[src/rtl/bank_cmd_arbiter.sv]
// Round-robin command arbiter for bank requesters.
// Each grant is offered until the bus accepts it or the requester withdraws.
// Every accepted grant is followed by a fixed idle gap.
module bank_cmd_arbiter #(
    parameter int unsigned NUM_BNK_TOT = 16,
    parameter int unsigned GAP_CYCLES  = 2
) (
    input  logic                   clk,
    input  logic                   rst_n,
    input  logic [NUM_BNK_TOT-1:0] req_i,
    input  logic                   ready_i,
    output logic [NUM_BNK_TOT-1:0] grant_o,
    output logic                   valid_o,
    output logic [3:0]             grant_idx_o,
    output logic [3:0]             ptr_o,
    output logic                   busy_o
);

    localparam logic [3:0] LastIdx = 4'(NUM_BNK_TOT - 1);
    localparam logic [3:0] GapInit = (GAP_CYCLES > 0) ? 4'(GAP_CYCLES - 1) : 4'd0;
    localparam logic [NUM_BNK_TOT-1:0] OneBit = NUM_BNK_TOT'(1);

    typedef enum logic [1:0] {StIdle, StOffer, StGap} state_e;

    state_e                   state_q, state_d;
    logic [NUM_BNK_TOT-1:0]   grant_q, grant_d;
    logic                     valid_q, valid_d;
    logic [3:0]               idx_q, idx_d;
    logic [3:0]               ptr_q, ptr_d;
    logic [3:0]               gap_q, gap_d;

    logic [2*NUM_BNK_TOT-1:0] req_dbl;
    logic [NUM_BNK_TOT-1:0]   req_rot;
    logic [4:0]               sel_sum;
    logic [3:0]               sel_idx;
    logic                     sel_found;

    // Pick the first requester at or cyclically above ptr by rotating req so ptr lands on bit 0.
    always_comb begin
        req_dbl   = {req_i, req_i} >> ptr_q;
        req_rot   = req_dbl[NUM_BNK_TOT-1:0];
        sel_found = 1'b0;
        sel_sum   = 5'd0;
        for (int j = 0; j < int'(NUM_BNK_TOT); j++) begin
            if (!sel_found && req_rot[j]) begin
                sel_found = 1'b1;
                sel_sum   = {1'b0, ptr_q} + 5'(j);
            end
        end
        // Explicit wrap keeps non-power-of-two bank counts correct.
        if (sel_sum >= 5'(NUM_BNK_TOT)) begin
            sel_sum = sel_sum - 5'(NUM_BNK_TOT);
        end
        sel_idx = sel_sum[3:0];
    end

    // Next-state logic; every register holds unless a transition says otherwise.
    always_comb begin
        state_d = state_q;
        grant_d = grant_q;
        valid_d = valid_q;
        idx_d   = idx_q;
        ptr_d   = ptr_q;
        gap_d   = gap_q;
        case (state_q)
            StIdle: begin
                if (sel_found) begin
                    grant_d = OneBit << sel_idx;
                    idx_d   = sel_idx;
                    valid_d = 1'b1;
                    state_d = StOffer;
                end
            end
            StOffer: begin
                if (valid_q && ready_i) begin
                    ptr_d   = (idx_q == LastIdx) ? 4'd0 : idx_q + 4'd1;
                    valid_d = 1'b0;
                    grant_d = '0;
                    if (GAP_CYCLES > 0) begin
                        state_d = StGap;
                        gap_d   = GapInit;
                    end else begin
                        state_d = StIdle;
                    end
                end else if (!(|(req_i & grant_q))) begin
                    // Requester withdrew before acceptance: drop the offer, keep ptr.
                    valid_d = 1'b0;
                    grant_d = '0;
                    state_d = StIdle;
                end
            end
            StGap: begin
                if (gap_q == 4'd0) begin
                    state_d = StIdle;
                end else begin
                    gap_d = gap_q - 4'd1;
                end
            end
            default: begin
                state_d = StIdle;
            end
        endcase
    end

    // State and output registers with asynchronous clear.
    always_ff @(posedge clk or negedge rst_n) begin
        if (!rst_n) begin
            state_q <= StIdle;
            grant_q <= '0;
            valid_q <= 1'b0;
            idx_q   <= 4'd0;
            ptr_q   <= 4'd0;
            gap_q   <= 4'd0;
        end else begin
            state_q <= state_d;
            grant_q <= grant_d;
            valid_q <= valid_d;
            idx_q   <= idx_d;
            ptr_q   <= ptr_d;
            gap_q   <= gap_d;
        end
    end

    assign grant_o     = grant_q;
    assign valid_o     = valid_q;
    assign grant_idx_o = idx_q;
    assign ptr_o       = ptr_q;
    assign busy_o      = (state_q != StIdle);

endmodule

[config.mk]
export PLATFORM = sky130hd
export DESIGN_NAME = bank_cmd_arbiter
export DESIGN_NICKNAME = d
export VERILOG_FILES = /design/src/rtl/bank_cmd_arbiter.sv
export SDC_FILE = /design/constraint.sdc
export NUM_CORES = 1
export LEC_CHECK = 0
export ABC_AREA = 1
export CAP_MARGIN = 20
export CORE_ASPECT_RATIO = 0.5
export CORE_MARGIN = 5
export CORE_UTILIZATION = 45
export CTS_BUF_LIST = sky130_fd_sc_hd__clkbuf_8
export CTS_CLUSTER_SIZE = 24
export DETAILED_ROUTE_END_ITERATION = 8
export PLACE_DENSITY = 0.64
export SETUP_SLACK_MARGIN = 0.4
export SYNTH_ARGS = -nofsm -noshare
export SYNTH_HDL_FRONTEND = slang
export SYNTH_SLANG_ARGS = --single-unit
[constraint.sdc]
create_clock -name clk -period 3.36 [get_ports clk]
set_input_delay 0.504 -clock clk [delete_from_list [all_inputs] [get_ports clk]]
set_output_delay 0.504 -clock clk [all_outputs]
set_load 0.01 [all_outputs]
==> results of run 1 <==
per-layer routing:
metal  GRT usage  up-vias  wire length [µm]
met5           0        -                 0
met4      0.0616        0               296
met3      0.0376       29               707
met2       0.393      170              5690
met1       0.340     1991              5590
li1            -     2076                 -
worst max-delay path, stage by stage, from the launching register on:
cell and delay (ps):
dfrtp_2 530, clkbuf_16 210, nand2_2 70, nand3_1 130
nand3_2 100, nand2_2 90, nand2_2 60, nand2_4 100
buf_6 110, nand3_1 80, nand2_1 110, nand2_1 50
nor2_1 110, nand3_1 90, nor2_1 120, nand3_1 80
nor2_1 120, nand3_1 90, nor2_1 110, nand3_1 80
nor2_1 130, buf_4 170, nand2_4 80, nor2_4 130
nand2_1 70, nand2_1 60
cell usage in the layout, fill, tap and decap left out, types with 14 or more instances in the layout:
master,instances
inv_1,43
nand3_1,71
nand2_1,162
nand2_2,23
nor2_4,16
o21ai_0,14
dlygate4sd2_1,16
nand3_2,39
dfrtp_1,29
nor2_1,29
buf_4,74
clkdlybuf4s50_1,28
layout make-up:
type	count	share of cell area
Sequential cell	31	0.148
Inverter	48	0.0368
Timing Repair inverter	1	0.00142
Clock inverter	3	0.00308
Clock buffer	5	0.0131
Multi-Input combinational cell	453	0.544
Timing Repair Buffer	133	0.232
Tap cell	96	0.0228
timing repair:
action / 4_1_cts / 5_1_grt
setup buffers: 4 / 11
endpoints found under the setup margin: 22 / 22
gates cloned: 1 / 3
pin swaps: 16 / 17
resized for setup: 70 / 109
state kept, by name (all words and copies together), names as in the netlist:
signal       cells
gap_q            4
grant_idx_o      4
grant_o         16
ptr_o            4
state_q          2
valid_o          1
synthesized netlist by cell type, drive strengths merged:
| cell type | number | area, µm² |
|---|---|---|
| o211ai | 1 | 21.3 |
| o22ai | 2 | 12.5 |
| clkinv | 1 | 3.75 |
| nor2 | 55 | 264 |
| nand3b | 1 | 7.51 |
| ha | 9 | 113 |
| a21o | 1 | 7.51 |
| nor3 | 6 | 30.0 |
| nand4 | 13 | 118 |
| o21ai | 18 | 90.1 |
| xor2 | 8 | 70.1 |
| a21boi | 1 | 7.51 |
| xnor2 | 2 | 17.5 |
| a22o | 4 | 35.0 |
| inv | 47 | 176 |
| a21oi | 5 | 36.3 |
| and2 | 2 | 12.5 |
| nand2 | 199 | 759 |
| o21bai | 1 | 7.51 |
| buf | 14 | 101 |
| dfrtp | 31 | 776 |
| nand3 | 117 | 596 |
| a221oi | 2 | 17.5 |
| clkbuf | 3 | 11.3 |
| o2111ai | 3 | 26.3 |
| o21a | 2 | 15.0 |
per-stage QoR:
| step | setup TNS (ps) | worst slack [ps] | cells | hold WS (ps) |
|---|---|---|---|---|
| final | 0 | 215 | 770 | 499 |
| after global routing | -3.38 | -3.38 | 770 | 517 |
| after CTS | 0 | 293 | 756 | 502 |
| after detailed placement | -3930 | -244 | 743 | 492 |
| after floorplan | 0 | 523 | 548 | 208 |
| after global placement | -4950 | -303 | 743 | 477 |
how the worst max path moves through the flow:
stage / slack [ps] / end / cells after the start
CTS: 290 / grant_o[11] / 24
global route: -3 / grant_o[4] / 25
global placement: -300 / grant_o[11] / 22
floorplan: 520 / grant_o[14] / 19
detailed placement: -240 / grant_o[11] / 22
finish: 220 / grant_o[4] / 25
logic make-up (layout without fill, tap and decap cells):
group / after synthesis / count (layout) / share of synthesized area
adder cells (fa/ha/maj): 9 / 9 / 0.0338
AO/OA/AOI/OAI: 40 / 40 / 0.0830
flip-flops: 31 / 31 / 0.233
buffers and inverters: 65 / 190 / 0.0879
XOR/XNOR: 10 / 10 / 0.0263
AND/OR/NAND/NOR: 393 / 394 / 0.536
==> out/results.tsv, run 1 <==
stage	metric	value	unit
finish	nets@finish	701	
die	die area	9330	µm²
timing	Peak Freq	0.318	GHz
synthesis	Syn Inst Count	548	
finish	final core utilization	0.726	
cts	CTS tree	yes	
cts	Bufs on Longest Clock Path	2	
hold_path	Hold Crit Depth	1	
critical_path	kind of start point of the critical path	flip-flop	
synthesis	syn_nets	576	
finish	Register Area	778	µm²
finish	Area growth syn-to-layout	58.2	%
route	drc violations	0	
critical_path	kind of critical path	flip-flop to flip-flop	
cts	Clock H-tree levels	2	
placed_design	Placed Instance Area	4370	µm²
die	Die W	132	µm
die	core area	7270	µm²
critical_path	Reg-to-Reg End	grant_o[4]	
timing	worst-margin pin slew	468	ps
cts	CTS sink cnt	31	
finish	Design Area, Final	5270	µm²
critical_path	R2R setup slack	220	ps
synthesis	synthesized area per cell	6.08	µm²
route	Iteration-0 DRC Markers	308	
finish	Fillers	614	
hold_path	WHS Endpoint	gap_q[0]	
synthesis	Seq/Total Area, Yosys	0.233	
timing	min Tclk post-route	3140	ps
global_routing	initial antenna violation count	0	
die	I/O pins	45	
cts	Root Buffer	clkbuf_8	
critical_path	FF-to-FF Start	ptr_o[0]	
critical_path	r2r worst-path depth	25	
route	TritonRoute pass-1 iters	5	
timing	period utilisation layout	0.936	
timing	Hold Vio Cnt, Final	0	
critical_path	Arrival @ worst endpoint	3360	ps
cts	CTS buffer count	5	
finish	layout cell share with drive strength beyond 1	0.332	
timing	Final setup viols	0	
synthesis	Synth cell types	39	
synthesis	Synth Cell Area	3330	µm²
timing	Worst Clk Skew	8.37	ps
finish	antenna cells	0	
route	routed wire length	12300	µm
route	Via Count	4266	
route	DR vias/cell	5.54	
route	Routed Antenna Nets	0	
placed_design	DP Wirelength	8690	µm
synthesis	yosys warns	0	
cts	clock latency at the later pin of the worst-skew pair	280	ps
placed_design	PortBufs	44	
critical_path	CP Capture Type	flip-flop	
cts	CTS Hold Buffers Added	0	
placed_design	global placement routability congestion	0.924	
timing	fin. max-slew vios	0	
hold_path	Min-Delay Startpoint	gap_q[0]	
cts	Clock Pin Slew Worst Setup and Hold Paths	70	ps
critical_path	CP Max Fanout	6	
critical_path	Critical Path Start	ptr_o[0]	
flow_run	Max-Cap Viols	0	
timing	Slew headroom	0.687	
die	row cnt	22	
route	DR WL/cell	16.0	µm
global_routing	gr ovfl total	0	
synthesis	#FFs+latches synth	31	
global_routing	first-pass GRT wire length	18800	µm
die	Initial Util	0.459	
finish	area occupied by multi-input gates	2870	µm²
status	status	completed	
critical_path	Critical Path RT	3570	ps
global_routing	total track usage	0.242	
global_routing	pin count of the biggest net entering global routing	32	
global_routing	vias in the first global route	3842	
hold_path	worst hold path class	flip-flop to flip-flop	
timing	unrepaired setup endpoints after global routing	yes	
die	Die Height	70.8	µm
Power of run 1 is left out: the tool's default activity adds up to more than one toggle a clock period on the data nets, which glitch-free logic cannot reach.
==> run 2, diff against run 1 <==
--- a/config.mk
+++ b/config.mk
@@ -15,5 +15,5 @@
 export DETAILED_ROUTE_END_ITERATION = 8
 export PLACE_DENSITY = 0.64
-export SETUP_SLACK_MARGIN = 0.4
+export SETUP_SLACK_MARGIN = 0.5
 export SYNTH_ARGS = -nofsm -noshare
 export SYNTH_HDL_FRONTEND = slang
==> constraint.sdc (replaced) <==
create_clock -name clk -period 3.36 [get_ports clk]
set_input_delay 0.504 -clock clk [delete_from_list [all_inputs] [get_ports clk]]
set_output_delay 0.504 -clock clk [all_outputs]
set_load 0.1 [all_outputs]
==> run 2 against run 1 <==
  * Clock-buffer cell count unchanged
  * Critical path depth down 2
  * Register-to-register slack worse by 98 ps
  * Non-clock buffer count up 16
  * Cell count up 2.2%
  * Fmax down 3.0%
  * Critical endpoint is now grant_o[9]
  * Largest cell class unchanged
==> out/results.tsv, run 2 (same netlist as run 1, synthesis figures left out) <==
stage	metric	value	unit
cts	Bufs on Longest Clock Path	2	
route	TritonRoute pass-1 iters	5	
critical_path	Critical Path RT	3580	ps
finish	antenna cells	0	
route	DR vias/cell	5.48	
status	status	completed	
cts	CTS buffer count	5	
flow_run	Max-Cap Viols	0	
critical_path	kind of start point of the critical path	flip-flop	
global_routing	initial antenna violation count	0	
critical_path	Worst Path Buf+Inv	3	
finish	most frequent cells in the layout	149 x nand2_1, 93 x buf_4, 72 x nand3_1	
placed_design	global placement routability congestion	0.934	
finish	Register Area	788	µm²
die	Die W	132	µm
global_routing	total track usage	0.267	
cts	clock latency at the later pin of the worst-skew pair	280	ps
cts	Clock H-tree levels	2	
timing	Hold Vio Cnt, Final	0	
timing	period utilisation layout	0.965	
die	core area	7270	µm²
global_routing	gr ovfl total	0	
finish	final core utilization	0.751	
critical_path	CP Capture Type	flip-flop	
route	drc violations	0	
cts	Clock Pin Slew Worst Setup and Hold Paths	70	ps
route	DR WL/cell	16.4	µm
finish	area occupied by multi-input gates	2900	µm²
die	I/O pins	45	
placed_design	DP Wirelength	8940	µm
cts	CTS sink cnt	31	
route	Iteration-0 DRC Markers	325	
finish	Fillers	548	
global_routing	pin count of the biggest net entering global routing	32	
timing	Slew headroom	0.344	
timing	fin. max-slew vios	0	
critical_path	slowest CP cell	dfrtp_4	
route	Via Count	4312	
finish	most common cell after layout, fill and taps aside	nand2_1	
cts	CTS Hold Buffers Added	0	
finish	layout cell share with drive strength beyond 1	0.385	
critical_path	CP peak stage delay	510	ps
critical_path	kind of critical path	flip-flop to flip-flop	
critical_path	most used cell, CP	nand2_2	
hold_path	worst hold path class	flip-flop to flip-flop	
cts	Root Buffer	clkbuf_8	
timing	Worst Clk Skew	2.62	ps
finish	nets@finish	718	
route	routed wire length	12900	µm
die	die area	9330	µm²
global_routing	first-pass GRT wire length	20600	µm
finish	Area growth syn-to-layout	63.7	%
timing	unrepaired setup endpoints after global routing	yes	
die	Initial Util	0.459	
timing	min Tclk post-route	3240	ps
route	Routed Antenna Nets	0	
critical_path	critical path cell sequence	buf_12 -> buf_6 -> nand2_2 -> nand3_2 -> nand3_2 -> nand2_2 -> nand2_2 -> nand2_4 -> nor2_8 -> nand4_4 -> nor2_8 -> nand4_4 -> nor2_4 -> nand4_4 -> nor2_4 -> buf_6 -> nand2_4 -> nor2_2 -> o21bai_1 -> nand2_2 -> nor2_4 -> nand2_1 -> nand2_1	
timing	Final setup viols	0	
critical_path	cell family with most CP delay	simple AND/OR/NAND/NOR gates	
timing	Peak Freq	0.308	GHz
critical_path	Arrival @ worst endpoint	3470	ps
die	Die Height	70.8	µm
global_routing	vias in the first global route	4122	
placed_design	PortBufs	44	
die	row cnt	22	
finish	number of flip-flops in the largest register	16	
critical_path	CP Max Fanout	5	
cts	CTS tree	yes	
timing	worst-margin pin slew	981	ps
## run 2: changes by cell type in the layout (fill, tap and decap cells not counted), sizes merged
cell	change
buf	+23
clkdlybuf4s50	-5
clkbuf	-2
clkinv	+2
dlygate4sd2	-2
bufbuf	+1
clkinvlp	-1
dlymetal6s2s	+1
## run 2: layout make-up
cell class,count,share of cell area
well taps,96,0.0220
repair buffers,149,0.245
inverters,48,0.0367
flip-flops and latches,31,0.144
clock inverters,3,0.00298
repair inverters,2,0.00413
multi-input cells,453,0.532
clock buffers,5,0.0126
## run 2: metrics by stage
stage	area (µm²)	TNS (ps)	setup WS, ps	hold slack, ps	std cells
after CTS	5150	0	283	499	780
after floorplan	3450	0	336	208	548
after global placement	4440	-3780	-272	480	746
after global routing	5460	-631	-72.5	548	787
after detailed placement	4440	-4240	-274	489	746
final	5460	0	117	493	787
## run 2: per-layer routing
metal	GRT usage	wire length, µm
met1	0.363	5850
met2	0.447	6060
met3	0.0369	703
met4	0.0775	316
met5	0	0
## run 2: worst register-to-register path, stage by stage, from the launching register on
cell,delay [ps]
dfrtp_4,510
buf_12,170
buf_6,130
nand2_2,60
nand3_2,80
nand3_2,110
nand2_2,90
nand2_2,90
nand2_4,80
nor2_8,130
nand4_4,140
nor2_8,130
nand4_4,100
nor2_4,150
nand4_4,110
nor2_4,140
buf_6,130
nand2_4,60
nor2_2,110
o21bai_1,130
nand2_2,210
nor2_4,190
nand2_1,70
nand2_1,70
## run 2: what timing repair did
action / 4_1_cts / 5_1_grt
gates resized for setup: 126 / 58
gates cloned: 4 / 1
pin swaps: 32 / 26
setup buffers: 22 / 6
endpoints found under the setup margin: 22 / 22
## run 2: path summary, 6_finish.rpt
check / startpoint / to / slack [ps] / cells past startpoint
min in group asynchronous: rst_n / grant_o[15] / 600 / 2
max in group asynchronous: rst_n / ptr_o[1] / 2430 / 2
min: gap_q[0] / gap_q[0] / 490 / 1
max: ptr_o[0] / grant_o[9] / 120 / 23
min reg2reg: gap_q[0] / gap_q[0] / 490 / 1
max reg2reg: ptr_o[0] / grant_o[9] / 120 / 23
Power of run 2 is left out for the same reason.
